[config.mk]
export PLATFORM = sky130hd
export DESIGN_NAME = mem1r1w_port_driver
export DESIGN_NICKNAME = d
export VERILOG_FILES = /design/src/rtl/mem1r1w_port_driver.sv
export SDC_FILE = /design/constraint.sdc
export NUM_CORES = 1
export LEC_CHECK = 0
export ABC_AREA = 1
export BUFFER_PORTS_ARGS = -buffer_cell sky130_fd_sc_hd__buf_4
export CAP_MARGIN = 0
export CORE_AREA = 4 4 225 227
export CTS_BUF_LIST = sky130_fd_sc_hd__clkbuf_16
export CTS_CLUSTER_SIZE = 12
export DETAILED_ROUTE_END_ITERATION = 12
export DIE_AREA = 0 0 229 231
export PLACE_DENSITY = 0.59
export SYNTH_ARGS = -nofsm -noshare
export SYNTH_HDL_FRONTEND = slang
export SYNTH_SLANG_ARGS = --single-unit
export TNS_END_PERCENT = 50
[constraint.sdc]
create_clock -name clock -period 14.8 [get_ports clock]
set_clock_uncertainty 0.1 [all_clocks]
set_input_delay 2.22 -clock clock [delete_from_list [all_inputs] [get_ports clock]]
set_output_delay 2.22 -clock clock [all_outputs]
set_load 0.02 [all_outputs]
[src/rtl/mem1r1w_port_driver.sv]
// Initiator-side driver for a one-read/one-write memory port: registers each request
// into a one-cycle strobe and returns read data in order through a credit-protected FIFO.
`timescale 1ns/1ps
module mem1r1w_port_driver #(
  parameter int INDEX_WIDTH = 64,
  parameter int DATA_WIDTH  = 64,
  parameter int RESP_DEPTH  = 2
) (
  input  logic                   clock,
  input  logic                   reset,
  input  logic                   req_valid,
  output logic                   req_ready,
  input  logic                   req_write,
  input  logic [INDEX_WIDTH-1:0] req_index,
  input  logic [DATA_WIDTH-1:0]  req_data,
  input  logic [DATA_WIDTH-1:0]  req_mask,
  output logic                   resp_valid,
  input  logic                   resp_ready,
  output logic [DATA_WIDTH-1:0]  resp_data,
  output logic                   r_0_enable,
  output logic [INDEX_WIDTH-1:0] r_0_index,
  input  logic [DATA_WIDTH-1:0]  r_0_data,
  input  logic                   r_0_async,
  output logic                   w_0_enable,
  output logic [INDEX_WIDTH-1:0] w_0_index,
  output logic [DATA_WIDTH-1:0]  w_0_data,
  output logic [DATA_WIDTH-1:0]  w_0_mask
);

  localparam int PTR_W = (RESP_DEPTH > 1) ? $clog2(RESP_DEPTH) : 1;
  localparam int CNT_W = $clog2(RESP_DEPTH + 1);

  logic                   r_en_q, r_en_d;
  logic [INDEX_WIDTH-1:0] r_idx_q, r_idx_d;
  logic                   w_en_q, w_en_d;
  logic [INDEX_WIDTH-1:0] w_idx_q, w_idx_d;
  logic [DATA_WIDTH-1:0]  w_data_q, w_data_d;
  logic [DATA_WIDTH-1:0]  w_mask_q, w_mask_d;
  logic                   pend_q, pend_d;
  logic [1:0]             inflight_q, inflight_d;
  logic [CNT_W-1:0]       count_q, count_d;
  logic [PTR_W-1:0]       head_q, head_d;
  logic [PTR_W-1:0]       tail_q, tail_d;
  logic [DATA_WIDTH-1:0]  fifo_q [RESP_DEPTH];
  logic [DATA_WIDTH-1:0]  fifo_d [RESP_DEPTH];

  logic accept;
  logic rd_accept;
  logic push;
  logic pop;

  function automatic logic [PTR_W-1:0] ptr_inc(input logic [PTR_W-1:0] p);
    return (p == PTR_W'(RESP_DEPTH - 1)) ? '0 : p + 1'b1;
  endfunction

  // Credits cover both buffered and in-flight reads, so a capture always finds a free slot.
  assign req_ready  = !reset && ((int'(count_q) + int'(inflight_q)) < RESP_DEPTH);
  assign accept     = req_valid && req_ready;
  assign rd_accept  = accept && !req_write;
  assign push       = pend_q || (r_en_q && r_0_async);
  assign resp_valid = (count_q != '0);
  assign pop        = resp_valid && resp_ready;
  assign resp_data  = fifo_q[head_q];

  assign r_0_enable = r_en_q;
  assign r_0_index  = r_idx_q;
  assign w_0_enable = w_en_q;
  assign w_0_index  = w_idx_q;
  assign w_0_data   = w_data_q;
  assign w_0_mask   = w_mask_q;

  always_comb begin
    r_en_d   = 1'b0;
    w_en_d   = 1'b0;
    r_idx_d  = r_idx_q;
    w_idx_d  = w_idx_q;
    w_data_d = w_data_q;
    w_mask_d = w_mask_q;
    if (accept) begin
      if (req_write) begin
        w_en_d   = 1'b1;
        w_idx_d  = req_index;
        w_data_d = req_data;
        w_mask_d = req_mask;
      end else begin
        r_en_d  = 1'b1;
        r_idx_d = req_index;
      end
    end
  end

  always_comb begin
    pend_d     = r_en_q && !r_0_async;
    inflight_d = inflight_q + 2'(rd_accept) - 2'(push);
    head_d     = pop  ? ptr_inc(head_q) : head_q;
    tail_d     = push ? ptr_inc(tail_q) : tail_q;
    count_d    = count_q;
    case ({push, pop})
      2'b10:   count_d = count_q + 1'b1;
      2'b01:   count_d = count_q - 1'b1;
      default: count_d = count_q;
    endcase
    fifo_d = fifo_q;
    if (push) begin
      fifo_d[tail_q] = r_0_data;
    end
  end

  always_ff @(posedge clock or posedge reset) begin
    if (reset) begin
      r_en_q     <= 1'b0;
      r_idx_q    <= '0;
      w_en_q     <= 1'b0;
      w_idx_q    <= '0;
      w_data_q   <= '0;
      w_mask_q   <= '0;
      pend_q     <= 1'b0;
      inflight_q <= '0;
      count_q    <= '0;
      head_q     <= '0;
      tail_q     <= '0;
    end else begin
      r_en_q     <= r_en_d;
      r_idx_q    <= r_idx_d;
      w_en_q     <= w_en_d;
      w_idx_q    <= w_idx_d;
      w_data_q   <= w_data_d;
      w_mask_q   <= w_mask_d;
      pend_q     <= pend_d;
      inflight_q <= inflight_d;
      count_q    <= count_d;
      head_q     <= head_d;
      tail_q     <= tail_d;
    end
  end

  genvar gi;
  generate
    for (gi = 0; gi < RESP_DEPTH; gi++) begin : g_fifo
      always_ff @(posedge clock or posedge reset) begin
        if (reset) begin
          fifo_q[gi] <= '0;
        end else begin
          fifo_q[gi] <= fifo_d[gi];
        end
      end
    end
  endgenerate

  a_no_overflow: assert property (@(posedge clock) disable iff (reset)
    !(push && !pop && (count_q == CNT_W'(RESP_DEPTH))));
  a_one_strobe: assert property (@(posedge clock) disable iff (reset)
    !(r_en_q && w_en_q));
  // A sync read capturing while an async read strobes would need r_0_data twice in one cycle.
  a_no_capture_clash: assert property (@(posedge clock) disable iff (reset)
    !(pend_q && r_en_q && r_0_async));

endmodule
Yosys cells after proc, flatten, opt, wreduce, memory -nomap -nowiden:

Cells that the tools add are included.

* equality and inequality tests: 2
* order comparisons: 4
* bitwise operators: 3
* reduce and logical (&&, ||, !) cells: 15
* add/subtract/negate cells: 7
* mux-type cells: 13

Operators with widths (number)
* $mux W64: 4
* $bwmux W128: 1
* $demux W64 S1: 1
* $logic_and A1 B1 Y1: 7
* $mux W1: 6
* $ge A2 B2 Y1 const B: 2
* $not A1 Y2: 2
* $pmux W2 S2: 1
* $reduce_and A2 Y1: 2
* $reduce_bool A2 Y1: 2
* $add A2 B2 Y3: 1
* $logic_not A1 Y1: 3
* $lt A3 B2 Y1 const B: 1
* $add A1 B1 Y1 const B: 2
* $add A2 B1 Y2: 1
* $add A2 B1 Y2 const B: 1
* $eq A2 B1 Y1 const B: 1
* $eq A2 B2 Y1 const B: 1
* $lt A2 B1 Y1 const B: 1
* $sub A2 B1 Y2: 1
* $sub A2 B1 Y2 const B: 1
* $logic_or A1 B1 Y1: 1
* $not A1 Y1: 1

* input port bits: 262
* logic and storage cells: 57
* register bits after elaboration: 393
* output and inout port bits: 324

Depth between registers and ports, before layout:

Gate-level depths: netlist of run 1.

* depth after elaboration: 7
* depth in mapped cells: 10
* depth with buffers taken out: 9

Worst setup path before layout of run 1:

OpenSTA, ideal clock, no wires.

* kind: input-to-reg
* from: input reset
* to: register w_data_q[16], in the netlist w_0_data[16]
* setup time: 0.066 ns
* slack: 2.660 ns
* stages: 7
* arrival: 11.974 ns
* buffers on the path: 2
* path through: inv_1 nand3_1 nor2_2 buf_4 buf_2 nand2_1 nand2_1

* longest elaborated chain between the ends: 4

RTL lines
* from (decl): RTL line 10 `input logic reset,`
* $logic_not A1 Y1 (no line)
* $logic_and A1 B1 Y1: RTL line 57 `assign req_ready = !reset && ((int'(count_q) + int'(inflight_q)) < RESP_DEPTH);`
* $logic_and A1 B1 Y1: RTL line 58 `assign accept = req_valid && req_ready;`
* $reduce_and A2 Y1 (no line)
* to (signal assigned): RTL line 127 `w_data_q <= w_data_d;`
* to (decl): RTL line 37 `logic [DATA_WIDTH-1:0] w_data_q, w_data_d;`

Every way passes these cells.
A chain may end at the register's enable or synchronous reset.

Worst setup path after layout of run 1:

* from: input reset
* to: register w_idx_q[27], in the netlist w_0_index[27]

* longest elaborated chain between the ends: 4

RTL lines
* $logic_not A1 Y1 (no line)
* $logic_and A1 B1 Y1: RTL line 57
* $logic_and A1 B1 Y1: RTL line 58
* $reduce_and A2 Y1 (no line)
* to (signal assigned): RTL line 126 `w_idx_q <= w_idx_d;`
* to (decl): RTL line 36 `logic [INDEX_WIDTH-1:0] w_idx_q, w_idx_d;`

Every way passes these cells.

==> results of run 1 <==
## logic make-up after synthesis
logic type               after synthesis  synth area share, %
AO/OA/AOI/OAI                          1                0.104
XOR/XNOR                               5                0.280
buffers and inverters                108                 3.47
flip-flops                           393                 62.9
AND/OR/NAND/NOR                     1364                 32.9
adder cells (fa/ha/maj)                4                0.368
## final cells by class
type / count / area share [%]
flip-flops and latches: 393 / 45.0
diodes: 1 / 0.0115
clock buffers: 47 / 5.38
repair buffers: 601 / 20.7
clock inverters: 36 / 0.865
inverters: 13 / 0.258
well taps: 622 / 3.56
multi-input cells: 1374 / 24.2
## registers in the layout (all words and copies together), names as in the netlist, 2 cells and up
signal,count
fifo_q,128
w_0_data,64
r_0_index,64
w_0_index,64
count_q,2
inflight_q,2
w_0_mask,64
## power groups by stage
stage,logic (mW),clock network (mW),registers [mW]
2_1_floorplan,0.855,0,2.17
5_1_grt,2.44,1.12,1.88
3_3_place_gp,2.26,0,1.82
3_5_place_dp,2.29,0,1.83
4_1_cts,2.29,1.07,1.83
6_report,2.25,1.04,1.83
## synth_stat cells
master    count  area share [%]
clkbuf_1     30            0.72
nand2_2       1           0.040
inv_2         1           0.024
nor2_1        2           0.048
xnor2_1       3            0.17
fa_1          1            0.13
inv_1        12            0.29
buf_1        12            0.29
nor2_2        3            0.12
buf_6         5            0.36
nand3_1       2           0.064
xor2_1        2            0.11
nor3_1        1           0.032
nand4_1       2           0.080
buf_4        16            0.77
nand2_1    1352              32
ha_1          3            0.24
a21oi_4       1            0.10
buf_2        32             1.0
dfrtp_1     393              63
nor2_4        1           0.072
## metal layers
metal,routed length (um),vias to the layer above,GRT usage [%]
met4,1870,4,7.40
li1,-,6711,-
met5,21,-,0
met2,27000,474,33.6
met3,4600,86,6.66
met1,22500,6667,25.2
## how the worst max path moves through the flow
stage | startpoint | end | slack (ps) | depth (start not counted)
after floorplan | reset | count_q[0]$_DFFE_PP0P_ | 1500 | 1
after global placement | reset | w_0_index[6]$_DFFE_PP0P_ | 9220 | 8
after detailed placement | reset | w_0_index[6]$_DFFE_PP0P_ | 9150 | 8
after CTS | reset | w_0_index[6]$_DFFE_PP0P_ | 9750 | 8
after global routing | reset | w_0_data[55]$_DFFE_PP0P_ | 9400 | 8
final | reset | w_0_index[27]$_DFFE_PP0P_ | 9810 | 8
## worst reg2reg max path: cells and delay by family (launching register included)
family                     cells  cell delay, ps
buffers and inverters          3            1520
adders and majority gates      1             600
DFF                            1             420
and+or+nand+nor                5             590
==> results.json, run 1 <==
{
  "run_status": "completed",
  "multi_input_area_mm2": 0.00528,
  "rows": 81,
  "critPathLaunchType": "input pin",
  "power_density_mw_per_mm2": 234,
  "place_area_mm2": 0.0205,
  "min_path_cells": 2,
  "drtPass1Iterations": 5,
  "drive_gt1_share_pct": 27.2,
  "synth_nets": 2141,
  "slew_viol_final": 0,
  "fin_tns_setup_ps": 0,
  "slew_headroom_pct": 31.3,
  "drt-initial-drc-count": 899,
  "final_nets": 2694,
  "postRouteAntennaNets": 0,
  "seqCellArea_mm2": 0.00984,
  "cts_made_buffers": 45,
  "power_leakage_nw": 12.6,
  "cts_tree": "yes",
  "die_w_um": 229,
  "clkSinkCount": 393,
  "critical_path_class": "input pin to flop",
  "tightest_slew_ps": 1030,
  "grt_pass1_wl_um": 84800,
  "fill_cells": 4840,
  "min_path_type": "flop to flop",
  "wirelength_um": 56000,
  "comb_power_share_pct": 44.0,
  "end_kind": "flop",
  "hold_buffers": 0,
  "critical_path.top_delay_family": "buffers and inverters",
  "final_util_pct": 44.9,
  "grt_max_degree": 194,
  "postLayoutSetupSlackWorst_ps": 9810,
  "gp_congestion": 0.831,
  "cp_data_required_time_ps": 15190,
  "h-tree-depth": 2,
  "fmax_ghz": 0.200,
  "fin_area_mm2": 0.0218,
  "num_vias": 13942,
  "fp.dieH_um": 231,
  "antenna_found_initial": 2,
  "routedWlPerCell_um": 18.1,
  "final_cell_count_no_fill": 3087,
  "hold_path_end": "fifo_q[54]$_DFFE_PP0P_",
  "arrival_ps": 5380,
  "grt_pass1_vias": 13899,
  "cts_max_path_buffers": 3,
  "rsz0062_at_grt": "false",
  "p_sw_mw": 2.11,
  "cts.repair.resized": 0,
  "hold_slack_ps": 368,
  "cp_num_buf_inv": 4,
  "pre_cts_slack_ps": 9150,
  "overflow": 0,
  "total_power_mw": 5.11,
  "switching_share_pct": 41.4,
  "avgSynthCellArea_um2": 8.34,
  "synthesis.area_mm2": 0.0156,
  "p_clk_share_pct": 20.3,
  "syn_inst": 1875,
  "hold_viol": 0,
  "finalCritPeriodShare_pct": 33.7,
  "initial_core_util_pct": 32.2,
  "viasPerCell": 4.52,
  "die_area_mm2": 0.0529,
  "area_growth_pct": 39.7,
  "slowest_delay_ps": 780,
  "period_needed_ps": 4990,
  "layout_common_cells": "1351 x nand2_1, 600 x buf_4, 392 x dfrtp_1",
  "synthDistinctLibCells": 21,
  "internal_power_mw": 3.00,
  "r2r-end": "w_0_index[34]$_DFFE_PP0P_",
  "crit_slowest_cell": "buf_4",
  "synth_warnings": 0,
  "synth-seq-area-share_pct": 62.9,
  "rrSetupSlack_ps": 11510,
  "critical_path.reg2reg.startpoint": "count_q[0]$_DFFE_PP0P_",
  "route.detailed.drc": 0,
  "cap_violations": 0,
  "ios": 586,
  "layout_commonest_cell": "nand2_1",
  "path_cells": "buf_4 > inv_8 > buf_4 > nand3_1 > nor2_4 > buf_12 > nand2_1 > nand2_1",
  "cp_max_fo": 193,
  "design.core.area_mm2": 0.0486,
  "ys_ff_latch": 393,
  "post-place-cells": 3003,
  "track_usage_pct": 20.4,
  "setup_viol": 0,
  "min_from": "fifo_q[54]$_DFFE_PP0P_",
  "clk_latency_ps": 570,
  "worst_r2r_path_depth": 9,
  "port_buffers": 585,
  "ir_worst_vdd_uv": 102,
  "post_cts_buffers": 0,
  "hpwl_um": 38800,
  "pwr-share-seq_pct": 35.7,
  "root_buffer": "clkbuf_16",
  "clkTransAtPathRegs_ps": 60
}
(Power assumes the default switching activity.)
==> run 2, diff against run 1 <==
--- a/config.mk
+++ b/config.mk
@@ -8,12 +8,12 @@
 export ABC_AREA = 1
 export BUFFER_PORTS_ARGS = -buffer_cell sky130_fd_sc_hd__buf_4
 export CAP_MARGIN = 0
-export CORE_AREA = 4 4 225 227
+export CORE_AREA = 4 4 228 230
 export CTS_BUF_LIST = sky130_fd_sc_hd__clkbuf_16
 export CTS_CLUSTER_SIZE = 12
 export DETAILED_ROUTE_END_ITERATION = 12
-export DIE_AREA = 0 0 229 231
-export PLACE_DENSITY = 0.59
+export DIE_AREA = 0 0 232 234
+export PLACE_DENSITY = 0.6
 export SYNTH_ARGS = -nofsm -noshare
 export SYNTH_HDL_FRONTEND = slang
 export SYNTH_SLANG_ARGS = --single-unit
==> constraint.sdc (replaced) <==
create_clock -name clock -period 4.2 [get_ports clock]
set_clock_uncertainty 0.1 [all_clocks]
set_input_delay 0.63 -clock clock [delete_from_list [all_inputs] [get_ports clock]]
set_output_delay 0.63 -clock clock [all_outputs]
set_load 0.02 [all_outputs]
==> results.json, run 2 (synthesized netlist as in run 1, its figures left out) <==
{
  "largest_reg_flops": 128,
  "pwr-share-seq_pct": 35.6,
  "antenna_found_initial": 2,
  "drt-initial-drc-count": 919,
  "root_buffer": "clkbuf_16",
  "area_growth_pct": 40.6,
  "num_vias": 14075,
  "fin_tns_setup_ps": 0,
  "ir_worst_vdd_uv": 403,
  "ios": 586,
  "power_density_mw_per_mm2": 822,
  "fmax_ghz": 0.359,
  "cts_tree": "yes",
  "period_needed_ps": 2780,
  "cts_made_buffers": 45,
  "comb_power_share_pct": 43.8,
  "die_w_um": 232,
  "clkTransAtPathRegs_ps": 60,
  "cap_violations": 0,
  "crit_slowest_cell": "buf_4",
  "design.core.area_mm2": 0.0499,
  "wirelength_um": 56900,
  "layout_common_cells": "1351 x nand2_1, 601 x buf_4, 392 x dfrtp_1",
  "h-tree-depth": 2,
  "cp_num_buf_inv": 3,
  "arrival_ps": 2050,
  "regMostFlops": "fifo_q",
  "tightest_slew_ps": 1050,
  "critical_path_class": "flop to output port",
  "end_kind": "output port",
  "slew_viol_final": 0,
  "switching_share_pct": 41.2,
  "dr_wl_met3_um": 4900,
  "rsz0062_at_grt": "false",
  "place_area_mm2": 0.0206,
  "finalCritPeriodShare_pct": 66.2,
  "slew_headroom_pct": 30.2,
  "grt_pass1_vias": 13947,
  "hpwl_um": 40500,
  "port_buffers": 585,
  "wl_met2_um": 27900,
  "grt_pass1_wl_um": 85600,
  "wl_met1_um": 22800,
  "clkSinkCount": 393,
  "path_cells": "inv_2 > buf_4 > nand2_1 > nand2_1 > buf_4",
  "min_path_type": "input pin to flop",
  "layout_commonest_cell": "nand2_1",
  "die_area_mm2": 0.0543,
  "route.detailed.drc": 0,
  "rows": 82,
  "fp.dieH_um": 234,
  "track_usage_pct": 20.3,
  "cp_data_required_time_ps": 3470,
  "p_clk_share_pct": 20.6,
  "viasPerCell": 4.48,
  "overflow": 0,
  "cts.repair.resized": 0,
  "drtPass1Iterations": 5,
  "hold_viol": 0,
  "internal_power_mw": 10.6,
  "hold_buffers": 0,
  "cp_max_fo": 26,
  "power_leakage_nw": 12.6,
  "critical_path.top_delay_family": "buffers and inverters",
  "grt_max_degree": 135,
  "gp_congestion": 0.840,
  "final_nets": 2698,
  "slowest_delay_ps": 410,
  "postRouteAntennaNets": 0,
  "post_cts_buffers": 0,
  "critPathLaunchType": "flop",
  "initial_core_util_pct": 31.4,
  "highest_layer": "met5",
  "cts_max_path_buffers": 3,
  "run_status": "completed",
  "drive_gt1_share_pct": 27.5,
  "fin_area_mm2": 0.0220,
  "setup_viol": 0,
  "rrSetupSlack_ps": 1650,
  "routedWlPerCell_um": 18.1,
  "clk_latency_ps": 550,
  "p_sw_mw": 7.44
}
run 2: metrics by stage:
| step | power (mW) | std cells | utilization, % | setup slack, ps | hold slack [ps] |
|---|---|---|---|---|---|
| 2_1_floorplan | 10.6 | 1875 | - | -3790 | 342 |
| 3_3_place_gp | 14.4 | 3057 | 41.3 | 1440 | 353 |
| 3_5_place_dp | 14.5 | 3057 | 41.3 | 1360 | 358 |
| 4_1_cts | 18.3 | 3140 | 44.1 | 1350 | 104 |
| 5_1_grt | 19.3 | 3140 | 44.1 | 1250 | 119 |
| 6_report | 18.1 | 3141 | 44.1 | 1420 | 154 |
run 2: layer usage:
metal	vias up	global-route usage, %
li1	6721	-
met1	6779	25.7
met2	494	33.6
met3	79	7.13
met4	2	5.03
met5	-	0
run 2: worst register-to-register path, stage by stage (launching register included):
cell and delay (ps):
dfrtp_1 410, nand2_1 70, inv_1 40, fa_1 470, nor2_2 160, nand3_1 190, nor2_4 160, buf_4 600
nand2_1 200, nand2_1 90
run 2: worst paths after layout:
kind | startpoint | end | cells past startpoint
min | r_0_async | pend_q$_DFF_PP0_ | 2
max in group asynchronous | reset | w_0_data[2]$_DFFE_PP0P_ | 4
max reg2reg | count_q[0]$_DFFE_PP0P_ | w_0_mask[8]$_DFFE_PP0P_ | 9
min reg2reg | fifo_q[32]$_DFFE_PP0P_ | fifo_q[32]$_DFFE_PP0P_ | 2
max | head_q$_DFFE_PP0P_ | resp_data[38] | 5
min in group asynchronous | reset | r_0_enable$_DFF_PP0_ | 3
run 2: power by group through the flow:
stage	logic (mW)	registers (mW)	clock network (mW)
finish	7.92	6.43	3.72
global route	8.63	6.64	4.00
CTS	8.06	6.44	3.84
detailed placement	8.07	6.45	0
global placement	7.95	6.41	0
floorplan	3.01	7.63	0
run 2: cell type report:
class,instances,area (um2)
well taps,672,841
flip-flops and latches,393,9840
multi-input cells,1374,5280
repair buffers,605,4590
diodes,1,2.50
inverters,13,52.6
clock inverters,36,213
clock buffers,47,1180
fillers,5006,27900
